==> src/rtl/pipeline_ctrl_pkg.sv <==
// pipeline_ctrl_pkg: shared types for the pipeline sequencer
package pipeline_ctrl_pkg;
  typedef logic [4:0] regbits_t;
  typedef enum logic [1:0] {PC_RUN, PC_DRAIN, PC_HALTED} pctrl_state_t;
  typedef struct packed {
    logic pc_en;
    logic ifid_en;
    logic idex_en;
    logic exmem_en;
    logic memwb_en;
    logic ifid_flush;
    logic idex_flush;
  } ctrl_t;
endpackage

==> src/rtl/pipeline_ctrl_load_use.sv <==
// pipeline_ctrl_load_use: flags an ID instruction reading the destination of a load in EX
module pipeline_ctrl_load_use
  import pipeline_ctrl_pkg::*;
(
  input  logic     dren_ex,
  input  regbits_t wsel_ex,
  input  regbits_t rs_id,
  input  regbits_t rt_id,
  output logic     load_use
);
  assign load_use = dren_ex && wsel_ex != '0 && (wsel_ex == rs_id || wsel_ex == rt_id);
endmodule

==> src/rtl/pipeline_ctrl.sv <==
// pipeline_ctrl: latch enable/flush sequencer with halt-drain FSM and stall/flush counters
module pipeline_ctrl
  import pipeline_ctrl_pkg::*;
#(
  parameter int CNT_W = 16
) (
  input  logic             clk,
  input  logic             rst_n,
  input  logic             ihit,
  input  logic             dhit,
  input  logic             dren_mem,
  input  logic             dwen_mem,
  input  logic             dren_ex,
  input  regbits_t         wsel_ex,
  input  regbits_t         rs_id,
  input  regbits_t         rt_id,
  input  logic             mispredict,
  input  logic             halt_ex,
  input  logic             halt_wb,
  output logic             pc_en,
  output logic             ifid_en,
  output logic             idex_en,
  output logic             exmem_en,
  output logic             memwb_en,
  output logic             ifid_flush,
  output logic             idex_flush,
  output logic             halt,
  output logic [CNT_W-1:0] stall_cnt,
  output logic [CNT_W-1:0] flush_cnt
);
  pctrl_state_t st, nxt;
  ctrl_t        c;
  logic         load_use, busy, stall_inc, flush_inc;

  pipeline_ctrl_load_use u_lu (
    .dren_ex (dren_ex),
    .wsel_ex (wsel_ex),
    .rs_id   (rs_id),
    .rt_id   (rt_id),
    .load_use(load_use)
  );

  assign busy = (dren_mem || dwen_mem) && !dhit;

  // state register: RUN until a halt drains, then HALTED until reset
  always_ff @(posedge clk or negedge rst_n)
    if (!rst_n) st <= PC_RUN;
    else        st <= nxt;

  // priority mux for latch controls plus next-state; outputs forced low while in reset
  always_comb begin
    c         = '0;
    nxt       = st;
    flush_inc = 1'b0;
    if (st == PC_RUN) begin
      c = busy       ? ctrl_t'(7'b0000000) :
          mispredict ? ctrl_t'(7'b1111111) :
          load_use   ? ctrl_t'(7'b0011101) :
          !ihit      ? ctrl_t'(7'b0111110) :
                       ctrl_t'(7'b1111100);
      flush_inc = !busy && mispredict;
      nxt       = halt_ex && !busy ? PC_DRAIN : PC_RUN;
    end else if (st == PC_DRAIN) begin
      c   = ctrl_t'({1'b0, 1'b1, 1'b1, !busy, !busy, 1'b1, 1'b1});
      nxt = halt_wb ? PC_HALTED : PC_DRAIN;
    end
    if (!rst_n) c = '0;
  end

  assign stall_inc = st == PC_RUN && !c.pc_en;

  // saturating performance counters, advanced only while running
  always_ff @(posedge clk or negedge rst_n)
    if (!rst_n) begin
      stall_cnt <= '0;
      flush_cnt <= '0;
    end else begin
      if (stall_inc && stall_cnt != '1) stall_cnt <= stall_cnt + 1'b1;
      if (flush_inc && flush_cnt != '1) flush_cnt <= flush_cnt + 1'b1;
    end

  assign {pc_en, ifid_en, idex_en, exmem_en, memwb_en, ifid_flush, idex_flush} = c;
  assign halt = rst_n && st == PC_HALTED;
endmodule
==> config.mk <==
export PLATFORM = sky130hd
export DESIGN_NAME = pipeline_ctrl
export DESIGN_NICKNAME = d
export VERILOG_FILES = /design/src/rtl/pipeline_ctrl_pkg.sv /design/src/rtl/pipeline_ctrl_load_use.sv /design/src/rtl/pipeline_ctrl.sv
export SDC_FILE = /design/constraint.sdc
export NUM_CORES = 1
export LEC_CHECK = 0
export CORE_UTILIZATION = 46
export CTS_CLUSTER_SIZE = 40
export DETAILED_ROUTE_END_ITERATION = 16
export PLACE_DENSITY = 0.82
export SETUP_SLACK_MARGIN = 0.15
export SLEW_MARGIN = 10
export SYNTH_ARGS = -nofsm -noshare
export SYNTH_HDL_FRONTEND = slang
export SYNTH_SLANG_ARGS = --single-unit
==> constraint.sdc <==
create_clock -name clk -period 2.5 [get_ports clk]
set_input_delay 0.25 -clock clk [delete_from_list [all_inputs] [get_ports clk]]
set_output_delay 0.25 -clock clk [all_outputs]
set_load 0.005 [all_outputs]
==> results <==
- In this run the power density over the cells is roughly 540 nW/um^2.
- The sequential cell area is about 850 sq um.
- The leakage power of the design is approximately 0.0012 uW.
- The worst-case setup slack after placement is -0.1830 ns.
- The initial antenna violation count is 0.
- Of the total synthesized cell area, the portion taken by XOR and XNOR cells is 0.1885.
- The vertical extent of the die is 64.76 um.
- The final layout contains routed wiring with a total length of 4099 um.
- The detailed route wirelength on metal3 is 186 um.
- The transition time at the pin with the least slew margin is 0.6599 ns.
- For this block, the initial DRC count from the detailed router was 85.
- The kind of end point of the critical path is a primary output.
- Across the routed clock network, the largest skew measured is ~0.0068 ns.
- In the detailed route, the total length drawn on met2 is between 1500 and 2000 um.
- After synthesis, the share of cell area in mux cells is 0.01243.
- The number of buffers created by CTS is 5.
- The residual overflow from global routing is 0.
- Of the total synthesized cell area, the portion taken by AND, OR, NAND and NOR gates is 0.2286.
- At the later pin of the worst-skew pair, clock insertion delay measures 0.29 ns.
- The number of distinct library cells after synthesis is 34.
- The final cell count without fillers is 307.
- The final count of hold timing violations came to 0.
- VDD sags by at most 0.4520 mV.
- The detailed-route wire length per cell is 13.35 um.
- In the routed layout, each cell is associated on average with a via count of 5.104.
- In this run the worst path has a maximum fanout of 3.
- Setup repair after global routing could not meet its margin everywhere.
- From synthesis to final layout, the design area changed by 47.58%.
- The detailed router placed ~1,600 vias in this run.
- Headroom to the max-slew limit came out at 0.5586.
- The die width is 64.76 um.
- In this run, synthesis produced a sequential element count of 34.
- The area of the die is roughly 4200 sq um.
- For this run, the register share of the synthesized area comes to 0.4696.
- The post-detailed-route count of antenna-violating nets is 0.
- The total power of the final layout is 1435 uW.
- Yosys printed 0 warnings.
- The first detailed-routing pass ran for 4 iterations.
- Clock-pin slew was measured on the worst setup and hold paths at ~0.070 ns.
- The adder-cell area share of the yosys netlist is 0.01381.
- The effective utilization at floorplan is 0.4875.
- The number of max-slew violations in the final report is 0.
- The port buffer count is between 60 and 70.
- The main combinational cell family by area after synthesis is simple AND/OR/NAND/NOR gates.
- In this run the worst hold path is classified as primary input to async pin.
- Entering global routing, the biggest net connects 36 pins.
- The maximum achievable frequency is 431.3 MHz.
- The largest buffer count on any clock path is 2.
- The final instance area is about 2700 sq um.
- The final cycle utilization of the critical path is 0.9275.
- In this run, post-CTS hold repair placed 0 buffers.
- Averaged over all synthesized cells, the footprint is 10.01 sq um.
- The number of H-tree levels is 2.
- The net count reported at finish is about 290.
- The number of antenna diodes is 0.
- The total of max-cap violations is 0.
- The mapped cell area is between 1500 and 2000 sq um.
- The post-placement cell area is between 2000 and 3000 sq um.
- The share of final-layout standard cells stronger than drive strength 1 is 0.1197.
- STA puts the critical path data arrival time at just over 2 ns.
- The run finished with clean final reports.
- The synthesized net count is 208.
- The critical path class is primary input to primary output.
- After legalization and detailed placement, the total HPWL measured 2991 um.
- The cell total after placement is between 200 and 300.
- The required arrival time at the worst endpoint is 2.25 ns.
- For this run, design rule violations remaining after detail routing come to 0.
- The detailed-routing wirelength on met1 is between 1500 and 2000 um.
- In the global route stage, overall resource usage came out at 0.2071.
- For this design the top-level I/O count stands at 65.
- The area of the core region is 3716 sq um.
- The wire length of the first global-routing pass is 6624 um.
- The highest layer used for signal routing is met4.
- The clock drives 34 sinks.
- TritonCTS built the clock tree.
- The global placement routability congestion is 0.7971.
- Synthesis produced around 180 cells.
- The clock root buffer is clkbuf_8.
- The via count of the first global-routing pass came to ~1,400.
- Once routing completed, OpenROAD measured the worst setup slack at between 0.15 and 0.2 ns.
- The kind of start point of the critical path is a primary input.
- The area of the multi-input gates is about 950 sq um.
- The area fraction in compound gates after synthesis came to 0.06630.
- Setup violations remaining at the end of the flow were counted as 0.
- The final critical delay including setup and external delays is 2.319 ns.
- The filler cells instantiated in the layout total between 200 and 300.
- The setup TNS is 0 ns.
- The row count is 22.
[timing repair]
item | 4_1_cts | 5_1_grt
buffers inserted | 1 | 1
pin swaps | 2 | 1
resized for setup | 10 | 4
setup endpoints to repair | 8 | 3
[cells in the final DEF, fill, tap and decap left out, types with 2 or more instances in the layout]
master / count
mux2_2: 2
dlymetal6s2s_1: 3
and4_1: 2
nor3_1: 4
o31ai_1: 2
inv_1: 5
nand3_2: 2
or2_2: 2
a21oi_2: 2
nor3_2: 2
dfrtp_1: 34
nand4_1: 9
xor2_1: 13
nor2_1: 13
nand3_1: 11
and3_1: 5
xnor2_1: 26
or3_1: 2
ha_1: 2
buf_4: 8
dlygate4sd2_1: 5
a21oi_1: 4
clkdlybuf4s50_1: 56
nand2_1: 23
clkbuf_8: 6
[critical path, stage by stage]
cell	delay (ns)
clkdlybuf4s50_1	0.49
xor2_1	0.19
nor2_1	0.07
a22oi_2	0.19
or2_4	0.16
nand2_1	0.05
a21oi_1	0.15
clkdlybuf4s50_1	0.51
[state kept, by name, summed over array words and instances, names as in the netlist]
signal / cells
flush_cnt: 16
stall_cnt: 16
st: 2
[Yosys cell counts]
master,number,share of area
dfrtp_1,34,0.47
xnor2_1,26,0.13
nand2_1,23,0.048
nor2_1,13,0.027
xor2_1,13,0.063
nand3_1,11,0.030
nand4_1,9,0.031
a21oi_1,5,0.014
and3_1,5,0.017
inv_1,5,0.010
nor3_1,5,0.014
or2_2,3,0.010
and4_1,2,0.0097
ha_1,2,0.014
mux2_2,2,0.012
nand3_2,2,0.011
o21ai_0,2,0.0055
o31ai_1,2,0.0083
or3_1,2,0.0069
a211oi_2,1,0.0069
a21o_1,1,0.0041
a21oi_2,1,0.0048
a22oi_1,1,0.0041
a32o_1,1,0.0055
and3b_1,1,0.0048
and4_4,1,0.0062
buf_4,1,0.0041
buf_6,1,0.0062
nand2b_1,1,0.0035
nor2b_1,1,0.0035
nor3_2,1,0.0055
o21a_1,1,0.0041
o21ai_2,1,0.0048
o21bai_1,1,0.0041
[logic make-up (layout without fill, tap and decap cells)]
logic type | after synthesis | after routing
flip-flops | 34 | 34
AND/OR/NAND/NOR | 80 | 80
multiplexers | 2 | 2
adder cells (fa/ha/maj) | 2 | 2
AO/OA/AOI/OAI | 17 | 17
buffers and inverters | 7 | 85
XOR/XNOR | 39 | 39
[layout make-up]
cell class,count,share of cell area
multi-input cells,140,0.3542
flip-flops and latches,34,0.3182
inverters,5,0.007019
clock inverters,2,0.004679
well taps,48,0.02246
clock buffers,6,0.03088
repair buffers,72,0.2625
[worst paths after layout]
| check | start | end | slack [ns] | cells after the start |
|---|---|---|---|---|
| max in group asynchronous | rst_n | stall_cnt[14]$_DFFE_PN0P_ | 1.78 | 2 |
| worst max register to register | stall_cnt[0]$_DFFE_PN0P_ | stall_cnt[1]$_DFFE_PN0P_ | 0.40 | 5 |
| worst max-delay path | rs_id[2] | ifid_flush | 0.18 | 8 |
| min in group clk | flush_cnt[9]$_DFFE_PN0P_ | flush_cnt[9]$_DFFE_PN0P_ | 0.49 | 1 |
| worst min-delay path | rst_n | flush_cnt[1]$_DFFE_PN0P_ | 0.41 | 2 |
| worst min register to register | flush_cnt[9]$_DFFE_PN0P_ | flush_cnt[9]$_DFFE_PN0P_ | 0.49 | 1 |
[through the flow]
stage                       util  hold slack (ns)
final                     0.7195           0.4097
after global routing      0.7195           0.4522
after CTS                 0.7148           0.4400
after detailed placement  0.6832           0.4853
after global placement    0.6832           0.4819
after floorplan                -         -0.04559
[power by group]
group	switching (uW)	total (uW)	internal, uW
clock	202	423	221
combinational	101	304	203
sequential	95.4	708	613
[per-layer routing]
layer	up-vias	GRT usage
met1	756	0.2582
li1	769	-
met3	5	0.04930
met2	37	0.3438
met5	-	0
met4	0	0.08056
No activity file was read; power rests on OpenSTA's default activity.
